### config.mk
export PLATFORM = sky130hd
export DESIGN_NAME = vector_output_serializer_flat
export DESIGN_NICKNAME = d
export VERILOG_FILES = /design/src/rtl/vector_output_serializer_if.sv /design/src/rtl/vector_output_serializer.sv /design/src/flat_wrapper.sv
export SDC_FILE = /design/constraint.sdc
export NUM_CORES = 1
export LEC_CHECK = 0
export CORE_AREA = 10 10 115 169
export DETAILED_ROUTE_END_ITERATION = 6
export DIE_AREA = 0 0 125 179
export PLACE_DENSITY_LB_ADDON = 0.2
export SKIP_LAST_GASP = 1
export SYNTH_ARGS = -nofsm -noshare
export SYNTH_HDL_FRONTEND = slang
export SYNTH_SLANG_ARGS = --single-unit
### constraint.sdc
create_clock -name clock -period 2.5 [get_ports clock]
set_input_delay 0.375 -clock clock [delete_from_list [all_inputs] [get_ports clock]]
set_output_delay 0.375 -clock clock [all_outputs]
set_load 0.02 [all_outputs]
### src/rtl/vector_output_serializer_if.sv
// Handshake bundle between a vector producer and the byte serializer.
// The producer side is "master", the serializer side is "slave".
interface vector_output_serializer_if #(
  parameter int VECTOR_SIZE  = 6,
  parameter int OUTPUT_WIDTH = 8
);
  logic [VECTOR_SIZE*OUTPUT_WIDTH-1:0] vectorIn;
  logic                                vectorFlag;
  logic [OUTPUT_WIDTH-1:0]             byteOut;
  logic                                byteValid;
  logic                                byteReady;
  logic                                fifoFull;
  logic                                busy;
  logic [15:0]                         dropCount;

  modport master (
    output vectorIn, vectorFlag, byteReady,
    input  byteOut, byteValid, fifoFull, busy, dropCount
  );

  modport slave (
    input  vectorIn, vectorFlag, byteReady,
    output byteOut, byteValid, fifoFull, busy, dropCount
  );
endinterface

### src/rtl/vector_output_serializer.sv
// Buffers whole output vectors in a small FIFO and streams them out element 0 first
// over a valid/ready byte port. Define VECTOR_OUTPUT_DROP_COUNT_EN to count dropped vectors.
module vector_output_serializer #(
  parameter int VECTOR_SIZE  = 6,
  parameter int OUTPUT_WIDTH = 8,
  parameter int FIFO_DEPTH   = 4
) (
  input logic                         clock,
  input logic                         reset,
  vector_output_serializer_if.slave   bus
);

  localparam int VEC_W = VECTOR_SIZE * OUTPUT_WIDTH;
  localparam int PTR_W = (FIFO_DEPTH > 1) ? $clog2(FIFO_DEPTH) : 1;
  localparam int CNT_W = PTR_W + 1;
  localparam int IDX_W = (VECTOR_SIZE > 1) ? $clog2(VECTOR_SIZE) : 1;

  typedef enum logic {IDLE = 1'b0, SEND = 1'b1} state_t;

  state_t                  state, stateNext;
  logic [VEC_W-1:0]        mem [FIFO_DEPTH];
  logic [PTR_W-1:0]        wrPtr, rdPtr;
  logic [CNT_W-1:0]        count, countNext;
  logic [IDX_W-1:0]        idx, idxNext;
  logic                    push, pop;
  logic [OUTPUT_WIDTH-1:0] headElem [VECTOR_SIZE];

  // Admission uses the registered count only, so a pop cannot make room in the same cycle.
  assign push = bus.vectorFlag && (count < CNT_W'(FIFO_DEPTH));

  always_comb begin
    for (int k = 0; k < VECTOR_SIZE; k++) begin
      headElem[k] = mem[rdPtr][k*OUTPUT_WIDTH +: OUTPUT_WIDTH];
    end
  end

  always_comb begin
    stateNext     = state;
    idxNext       = idx;
    pop           = 1'b0;
    bus.byteValid = 1'b0;
    bus.byteOut   = '0;
    case (state)
      IDLE: begin
        idxNext = '0;
        if (count != '0) stateNext = SEND;
      end
      SEND: begin
        bus.byteValid = 1'b1;
        bus.byteOut   = headElem[idx];
        if (bus.byteReady) begin
          if (idx == IDX_W'(VECTOR_SIZE - 1)) begin
            pop     = 1'b1;
            idxNext = '0;
            // Stay in SEND when another entry remains so vectors go out back to back.
            if (count == CNT_W'(1) && !push) stateNext = IDLE;
          end else begin
            idxNext = idx + IDX_W'(1);
          end
        end
      end
      default: stateNext = IDLE;
    endcase
  end

  always_comb begin
    countNext = count;
    case ({push, pop})
      2'b10:   countNext = count + CNT_W'(1);
      2'b01:   countNext = count - CNT_W'(1);
      default: countNext = count;
    endcase
  end

  always_ff @(posedge clock or posedge reset) begin
    if (reset) begin
      state <= IDLE;
      idx   <= '0;
    end else begin
      state <= stateNext;
      idx   <= idxNext;
    end
  end

  always_ff @(posedge clock or posedge reset) begin
    if (reset) begin
      wrPtr <= '0;
      rdPtr <= '0;
      count <= '0;
    end else begin
      if (push) wrPtr <= wrPtr + PTR_W'(1);
      if (pop)  rdPtr <= rdPtr + PTR_W'(1);
      count <= countNext;
    end
  end

  // Vector storage carries data only and is deliberately left out of reset.
  always_ff @(posedge clock) begin
    if (push) mem[wrPtr] <= bus.vectorIn;
  end

  assign bus.fifoFull = (count == CNT_W'(FIFO_DEPTH));
  assign bus.busy     = (state != IDLE) || (count != '0);

`ifdef VECTOR_OUTPUT_DROP_COUNT_EN
  logic [15:0] dropCnt;

  function automatic logic [15:0] satInc(input logic [15:0] v);
    return (v == 16'hFFFF) ? v : v + 16'd1;
  endfunction

  always_ff @(posedge clock or posedge reset) begin
    if (reset) begin
      dropCnt <= '0;
    end else if (bus.vectorFlag && !push) begin
      dropCnt <= satInc(dropCnt);
    end
  end

  assign bus.dropCount = dropCnt;
`else
  assign bus.dropCount = '0;
`endif

endmodule
### src/flat_wrapper.sv
// flat-port wrapper written by rule: the top's interface ports become plain ports
module vector_output_serializer_flat 
#(
  parameter int VECTOR_SIZE  = 6,
  parameter int OUTPUT_WIDTH = 8,
  parameter int FIFO_DEPTH   = 4
)
  (clock, reset, bus_vectorIn, bus_vectorFlag, bus_byteReady, bus_byteOut, bus_byteValid, bus_fifoFull, bus_busy, bus_dropCount);
  vector_output_serializer_if #(.VECTOR_SIZE(VECTOR_SIZE), .OUTPUT_WIDTH(OUTPUT_WIDTH)) bus_i ();
  input logic clock;
  input logic reset;
  input wire logic [$bits(bus_i.vectorIn)-1:0] bus_vectorIn;
  input wire logic [$bits(bus_i.vectorFlag)-1:0] bus_vectorFlag;
  input wire logic [$bits(bus_i.byteReady)-1:0] bus_byteReady;
  output wire logic [$bits(bus_i.byteOut)-1:0] bus_byteOut;
  output wire logic [$bits(bus_i.byteValid)-1:0] bus_byteValid;
  output wire logic [$bits(bus_i.fifoFull)-1:0] bus_fifoFull;
  output wire logic [$bits(bus_i.busy)-1:0] bus_busy;
  output wire logic [$bits(bus_i.dropCount)-1:0] bus_dropCount;
  assign bus_i.vectorIn = bus_vectorIn;
  assign bus_i.vectorFlag = bus_vectorFlag;
  assign bus_i.byteReady = bus_byteReady;
  assign bus_byteOut = bus_i.byteOut;
  assign bus_byteValid = bus_i.byteValid;
  assign bus_fifoFull = bus_i.fifoFull;
  assign bus_busy = bus_i.busy;
  assign bus_dropCount = bus_i.dropCount;
  vector_output_serializer #(.VECTOR_SIZE(VECTOR_SIZE), .OUTPUT_WIDTH(OUTPUT_WIDTH), .FIFO_DEPTH(FIFO_DEPTH)) u_core (.clock(clock), .reset(reset), .bus(bus_i));
endmodule
==> results.md, run 1 <==
* Run status: finished with violations
* Violated checks: negative setup slack
* Slew of the pin with the lowest slew margin at 0.607 ns
* First-pass GRT wire length at 25.7 mm
* Cell count after synthesis at 443
* Non-Filler Instances at 774
* Synth warn at 0
* All-Layer GR Usage at 0.145
* Setup repair after global routing missed its margin: true
* Met3 routed WL at 741 um
* Placer's final routability congestion estimate at 0.739
* Routed wire per std cell at 21.2 um
* Highest-count cells in the layout ignoring fill and taps: 192 x sky130_fd_sc_hd__edfxtp_1, 54 x sky130_fd_sc_hd__clkdlybuf4s50_1, 49 x sky130_fd_sc_hd__mux2i_1
* Combined area of the multi-input logic cells at 2030 um^2
* Depth of the CTS H-tree at 1
* Headroom to the max-slew limit at 0.594
* Worst IR Drop VDD at 0.000743 V
* Starting density of the core at 0.496
* Area of the die at 22400 um^2
* CTS tree: built
* Clock insertion delay at the later pin of the skew report at 0.48 ns
* Row count at 58
* Crit path max-delay cell type: sky130_fd_sc_hd__dfrtp_4
* Via count at 4150
* DRT iter0 DRCs at 219
* Layout Utilization at 0.613
* Filler Cells Inserted at 1190
* Final nets at 611
* Remaining global-route overflow at 0
* Number of antenna diodes at 0
* Power per standard cell area at 1170 nW/um^2
* Register Area at 6040 um^2
* Die Y-Extent at 179 um
* Overall power of the completed layout at 11.8 mW
* Placed Cells at 735
* 1st-pass router iterations at 4
* CP Buf/Inv Count at 2
* Largest net degree at the start of global routing at 49
* Via count normalized by instance count at 5.36
* Met2 wirelength from detailed routing at 8.63 mm
* Post-synthesis instance area at 8200 um^2
* Final critical-path setup slack at -0.167 ns
* Number of pins with negative max-slew slack in the final report at 0
* Number of buffer cells added on primary ports at 62
* Cell Chain, Critical Path: buf_12 > mux4_2 > mux2_4 > nand2_4 > nand3_2 > buf_6
* Leakage power at 3.55 nW
* Antenna violation net count after detailed routing at 0
* Most common cell after layout, fill and taps aside: sky130_fd_sc_hd__edfxtp_1
* Antenna violations before repair at 0
* Die Width at 125 um
* Critical Path Max Stage Delay at 0.53 ns
* Crit share post-route at 1.07
* Unique masters post-synth at 31
* Maximum clock skew at final layout at 0.00763 ns
* Area delta synth->final at 23.7%
* Core region area at 16500 um^2
* Number of buffers created by CTS at 20
* Final-report hold violation count at 0
* Fraction of the yosys area taken by sequential cells at 0.736
* DRC violation count after routing at 0
* Fmax at 375 MHz
* Wl on met1 at 6.71 mm
* Root Buffer: sky130_fd_sc_hd__clkbuf_16
* Setup crit end kind: output pin
* Wirelength, routed at 16.4 mm
* Worst-case clock buffer depth at 3
* Mean Syn Cell Area at 18.5 um^2
* Ratio of cells with drive above 1 in the final layout at 0.243
* CP startpoint kind: flop
* Critical path start-end classification: reg2out
* Worst hold path class: in2async
* WP data required at 2.12 ns
* Clock Sinks at 203
* Highest routed metal layer: met4
* Worst path top cell family by delay: multiplexers
* Register bit count reported by yosys at 203
* Setup-violating endpoint count in the final report at 8
* Hold buffer count at cts at 0
* Worst-path fanout max at 8
* I/O pin cnt at 79
* Via count of the first global-routing pass at 4638
* Half-perimeter wire length after placement at 10.7 mm
* Number of max-cap violations at 0
* Min cycle time layout at 2.67 ns
* CTS clock-pin slew for the worst setup and hold paths at 0.06 ns
* Arrival time of the worst setup path at 2.29 ns
==> cells in the mapped netlist <==
| library cell | number | area share |
|---|---|---|
| sky130_fd_sc_hd__xnor2_1 | 4 | 0.0043 |
| sky130_fd_sc_hd__mux4_2 | 18 | 0.049 |
| sky130_fd_sc_hd__nor2b_1 | 7 | 0.0053 |
| sky130_fd_sc_hd__clkbuf_1 | 4 | 0.0018 |
| sky130_fd_sc_hd__buf_12 | 1 | 0.0024 |
| sky130_fd_sc_hd__and3b_1 | 1 | 0.0011 |
| sky130_fd_sc_hd__mux4_1 | 6 | 0.019 |
| sky130_fd_sc_hd__dfrtp_1 | 11 | 0.034 |
| sky130_fd_sc_hd__and2_1 | 9 | 0.0069 |
| sky130_fd_sc_hd__nor2_1 | 5 | 0.0023 |
| sky130_fd_sc_hd__nand2_1 | 29 | 0.013 |
| sky130_fd_sc_hd__mux2i_1 | 50 | 0.061 |
| sky130_fd_sc_hd__edfxtp_1 | 192 | 0.70 |
| sky130_fd_sc_hd__a21oi_1 | 1 | 0.00061 |
| sky130_fd_sc_hd__buf_2 | 7 | 0.0043 |
| sky130_fd_sc_hd__nor3b_1 | 1 | 0.00092 |
| sky130_fd_sc_hd__a22oi_1 | 8 | 0.0073 |
| sky130_fd_sc_hd__buf_1 | 3 | 0.0014 |
| sky130_fd_sc_hd__o21ai_0 | 10 | 0.0061 |
| sky130_fd_sc_hd__mux2_2 | 8 | 0.011 |
| sky130_fd_sc_hd__nand3b_1 | 1 | 0.00092 |
| sky130_fd_sc_hd__ha_1 | 9 | 0.014 |
| sky130_fd_sc_hd__xor2_1 | 3 | 0.0032 |
| sky130_fd_sc_hd__conb_1 | 1 | 0.00046 |
| sky130_fd_sc_hd__nand3_1 | 9 | 0.0055 |
| sky130_fd_sc_hd__a221oi_1 | 8 | 0.0085 |
| sky130_fd_sc_hd__nor3b_2 | 1 | 0.0015 |
| sky130_fd_sc_hd__buf_6 | 5 | 0.0069 |
| sky130_fd_sc_hd__buf_4 | 17 | 0.016 |
| sky130_fd_sc_hd__inv_1 | 6 | 0.0027 |
| sky130_fd_sc_hd__nand4_1 | 8 | 0.0061 |
==> path summary, 6_finish.rpt <==
kind	startpoint	end	slack [ns]	cells after the start
max in group asynchronous	reset	u_core.rdPtr[1]	1.89	2
min in group clock	u_core.count[1]	u_core.count[1]	0.52	2
setup reg to reg	u_core.idx[1]	u_core.count[2]	0.43	8
hold / removal	reset	u_core.idx[2]	0.23	2
hold reg to reg	u_core.count[1]	u_core.count[1]	0.52	2
setup / recovery	u_core.rdPtr[1]	bus_byteOut[5]	-0.17	6
==> metal layers <==
metal / up-vias / track usage
met1: 2108 / 0.171
met2: 96 / 0.259
met5: - / 0
li1: 1920 / -
met4: 0 / 0.0481
met3: 26 / 0.0293
==> report_power, final <==
group	total [mW]	switching [mW]	internal, mW
Clock	2.95	1.19	1.75
Combinational	4.35	2.17	2.17
Sequential	4.53	0.215	4.31
Total	11.8	3.58	8.24
==> through the flow <==
stage / TNS, ns / instance area [um^2] / hold slack, ns / setup slack [ns]
global route: -1.73 / 10100 / 0.265 / -0.226
finish: -1.15 / 10100 / 0.226 / -0.167
floorplan: 0 / 8260 / 0.227 / 0.173
detailed placement: -1.04 / 9330 / 0.512 / -0.200
CTS: -1.29 / 10100 / 0.220 / -0.173
global placement: -0.982 / 9330 / 0.498 / -0.186
==> sequential cells by signal (all words and copies together) (netlist names) <==
signal        cells
u_core.wrPtr      2
u_core.state      1
u_core.mem      192
u_core.rdPtr      2
u_core.count      3
u_core.idx        3
==> cell type report <==
cell class,count,share of cell area
tap,210,0.0259
clock buffer,25,0.0533
timing repair buffer,107,0.111
clock inverter,11,0.0118
multi-input combinational,212,0.200
sequential,203,0.596
inverter,6,0.00222
==> worst register-to-register path, cell delays in order, from the launching register on <==
cell                      delay, ns
sky130_fd_sc_hd__dfrtp_1       0.42
sky130_fd_sc_hd__buf_4         0.18
sky130_fd_sc_hd__and3b_1       0.31
sky130_fd_sc_hd__buf_4         0.18
sky130_fd_sc_hd__nor2b_1       0.20
sky130_fd_sc_hd__ha_1          0.24
sky130_fd_sc_hd__mux2i_1       0.21
sky130_fd_sc_hd__nor2_1        0.07
sky130_fd_sc_hd__xor2_1        0.14
==> kinds of logic after synthesis <==
group | Yosys count | synth area share
muxes | 82 | 0.141
buffers and inverters | 43 | 0.0351
DFF | 203 | 0.736
other | 1 | 0.000457
xor gates and xnor gates | 7 | 0.00747
adders and majority gates | 9 | 0.0137
AOI/OAI and AO/OA | 27 | 0.0226
and+or+nand+nor | 71 | 0.0438
==> timing repair <==
action                                  CTS  global route
endpoints found under the hold margin     0             0
endpoints found under the setup margin    8             8
gates resized for setup                  87             4
gates cloned                              1             0
pin swaps                                 5             0
buffers inserted                          2             0
(Power assumes the default switching activity.)
==> run 2: changes to the inputs <==
PLACE_DENSITY = 0.79   (was not set)
PLACE_DENSITY_LB_ADDON = not set   (was 0.2)
==> results.md, run 2 (synthesized netlist as in run 1, its figures left out) <==
* Remaining global-route overflow at 0
* Placer's final routability congestion estimate at 0.853
* Via count normalized by instance count at 5.59
* CP startpoint kind: flop
* Setup repair after global routing missed its margin: true
* Number of pins with negative max-slew slack in the final report at 0
* Worst R2R Path Depth at 7
* Worst hold path class: in2async
* Worst hold margin at 0.208 ns
* Regs by FF count: u_core.mem (192), u_core.count (3), u_core.idx (3)
* Final nets at 595
* Worst-path fanout max at 8
* Number of max-cap violations at 0
* Max FFs per register at 192
* Min cycle time layout at 2.68 ns
* All-Layer GR Usage at 0.151
* CTS clock-pin slew for the worst setup and hold paths at 0.06 ns
* First-pass GRT wire length at 26.6 mm
* Via count at 4207
* Run status: finished with violations
* Cell repeated most along the worst path: sky130_fd_sc_hd__buf_12
* Area of the die at 22400 um^2
* Root Buffer: sky130_fd_sc_hd__clkbuf_16
* Placement Cell Area at 9150 um^2
* Largest register by flop count: u_core.mem
* Fmax at 373 MHz
* Setup crit end kind: output pin
* CTS tree: built
* Final Instance Area at 10100 um^2
* Antenna violation net count after detailed routing at 0
* Final critical-path setup slack at -0.182 ns
* Final-report hold violation count at 0
* Area delta synth->final at 23.4%
* Slew of the pin with the lowest slew margin at 0.519 ns
* Starting density of the core at 0.496
* Violated checks: negative setup slack
* Critical Path Max Stage Delay at 0.50 ns
* WP data required at 2.12 ns
* Half-perimeter wire length after placement at 11.0 mm
* Ratio of cells with drive above 1 in the final layout at 0.256
* 1st-pass router iterations at 5
* Power per standard cell area at 1170 nW/um^2
* Wirelength, routed at 17.1 mm
* DRC violation count after routing at 0
* Leakage power at 3.47 nW
* Arrival time of the worst setup path at 2.31 ns
* Setup slack of the worst register-to-register path at 0.35 ns
* Critical path start-end classification: reg2out
* DRT iter0 DRCs at 329
* Die Y-Extent at 179 um
* Clock insertion delay at the later pin of the skew report at 0.48 ns
* Hold buffer count at cts at 0
* DP Worst Slack at -0.204 ns
* Number of buffers created by CTS at 18
* Row count at 58
* Endpoint of the lowest-slack register-to-register path: u_core.count[2]
* Largest net degree at the start of global routing at 49
* Routed wire per std cell at 22.8 um
* Worst IR Drop VDD at 0.000548 V
* Number of antenna diodes at 0
* Number of buffer cells added on primary ports at 62
* Cell Chain, Critical Path: buf_12 > buf_12 > mux4_2 > mux2_4 > nand2_2 > nand3_2 > buf_6
* Antenna violations before repair at 0
* Layout Utilization at 0.612
* Depth of the CTS H-tree at 1
* Sum Neg Setup Slack at -1.26 ns
* Most common cell after layout, fill and taps aside: sky130_fd_sc_hd__edfxtp_1
* Setup-violating endpoint count in the final report at 8
* Core region area at 16500 um^2
* R2r startpoint: u_core.idx[1]
* Crit share post-route at 1.07
* Headroom to the max-slew limit at 0.653
* Clock Sinks at 203
* Via count of the first global-routing pass at 4632
* Die Width at 125 um
* Highest-count cells in the layout ignoring fill and taps: 192 x sky130_fd_sc_hd__edfxtp_1, 54 x sky130_fd_sc_hd__clkdlybuf4s50_1, 39 x sky130_fd_sc_hd__mux2i_1
* Crit path max-delay cell type: sky130_fd_sc_hd__dfrtp_4
* Maximum clock skew at final layout at 0.0106 ns
* I/O pin cnt at 79
* Worst-case clock buffer depth at 3
[run 2: cell count changes in the layout (fill, tap and decap cells not counted), moves of 5 or more]
cell and change:
sky130_fd_sc_hd__buf_4 -16, sky130_fd_sc_hd__mux2i_1 -10, sky130_fd_sc_hd__mux2i_2 +5, sky130_fd_sc_hd__mux2i_4 +5
[run 2: worst max-delay path by stage]
stage | start | end | slack, ns | cells past startpoint
2_1_floorplan | u_core.count[2] | u_core.mem[0][0] | 0.17 | 3
3_3_place_gp | u_core.rdPtr[1] | bus_byteOut[5] | -0.15 | 6
3_5_place_dp | u_core.rdPtr[0] | bus_byteOut[5] | -0.20 | 5
4_1_cts | u_core.rdPtr[1] | bus_byteOut[5] | -0.20 | 7
5_1_grt | u_core.rdPtr[1] | bus_byteOut[1] | -0.23 | 7
6_report | u_core.rdPtr[1] | bus_byteOut[5] | -0.18 | 7
[run 2: stage by stage]
stage               cells  total power [mW]
floorplan             458              6.96
global placement      718              8.16
detailed placement    718              8.31
CTS                   753              11.9
global route          753              12.4
finish                753              11.9
[run 2: where the power goes]
group          switching (mW)  total (mW)  internal (mW)
Clock                    1.11        2.79           1.68
Combinational            2.31        4.53           2.22
Sequential              0.234        4.55           4.32
Total                    3.66        11.9           8.21
[run 2: critical path: cells and delay by family (launching register included)]
family	cells	cell delay (ns)
mux	2	0.71
flops	1	0.50
buf+inv	3	0.44
simple gates	2	0.16
[run 2: cell type report]
type | count | area (um^2)
Multi-Input combinational cell | 212 | 2120
Tap cell | 210 | 263
Fill cell | 1140 | 6420
Clock inverter | 9 | 119
Sequential cell | 203 | 6050
Clock buffer | 20 | 479
Timing Repair Buffer | 93 | 1070
Inverter | 6 | 22.5
[run 2: routing by layer]
layer,share of wire,global-route usage
met4,0.041,0.0703
met5,0,0
met3,0.056,0.0293
met1,0.36,0.162
met2,0.54,0.280
[run 2: timing repair]
action,in CTS,in global routing
setup endpoints to repair,8,8
buffers inserted,2,0
resized for setup,109,7
pin swaps,19,0
gates cloned,4,0
endpoints found under the hold margin,0,0
==> run 3: changes to the inputs <==
ABC_CLOCK_PERIOD_IN_PS = 2500   (was not set)
==> results of run 3 <==
The final DEF is identical to that of run 2; final timing and power are the same.
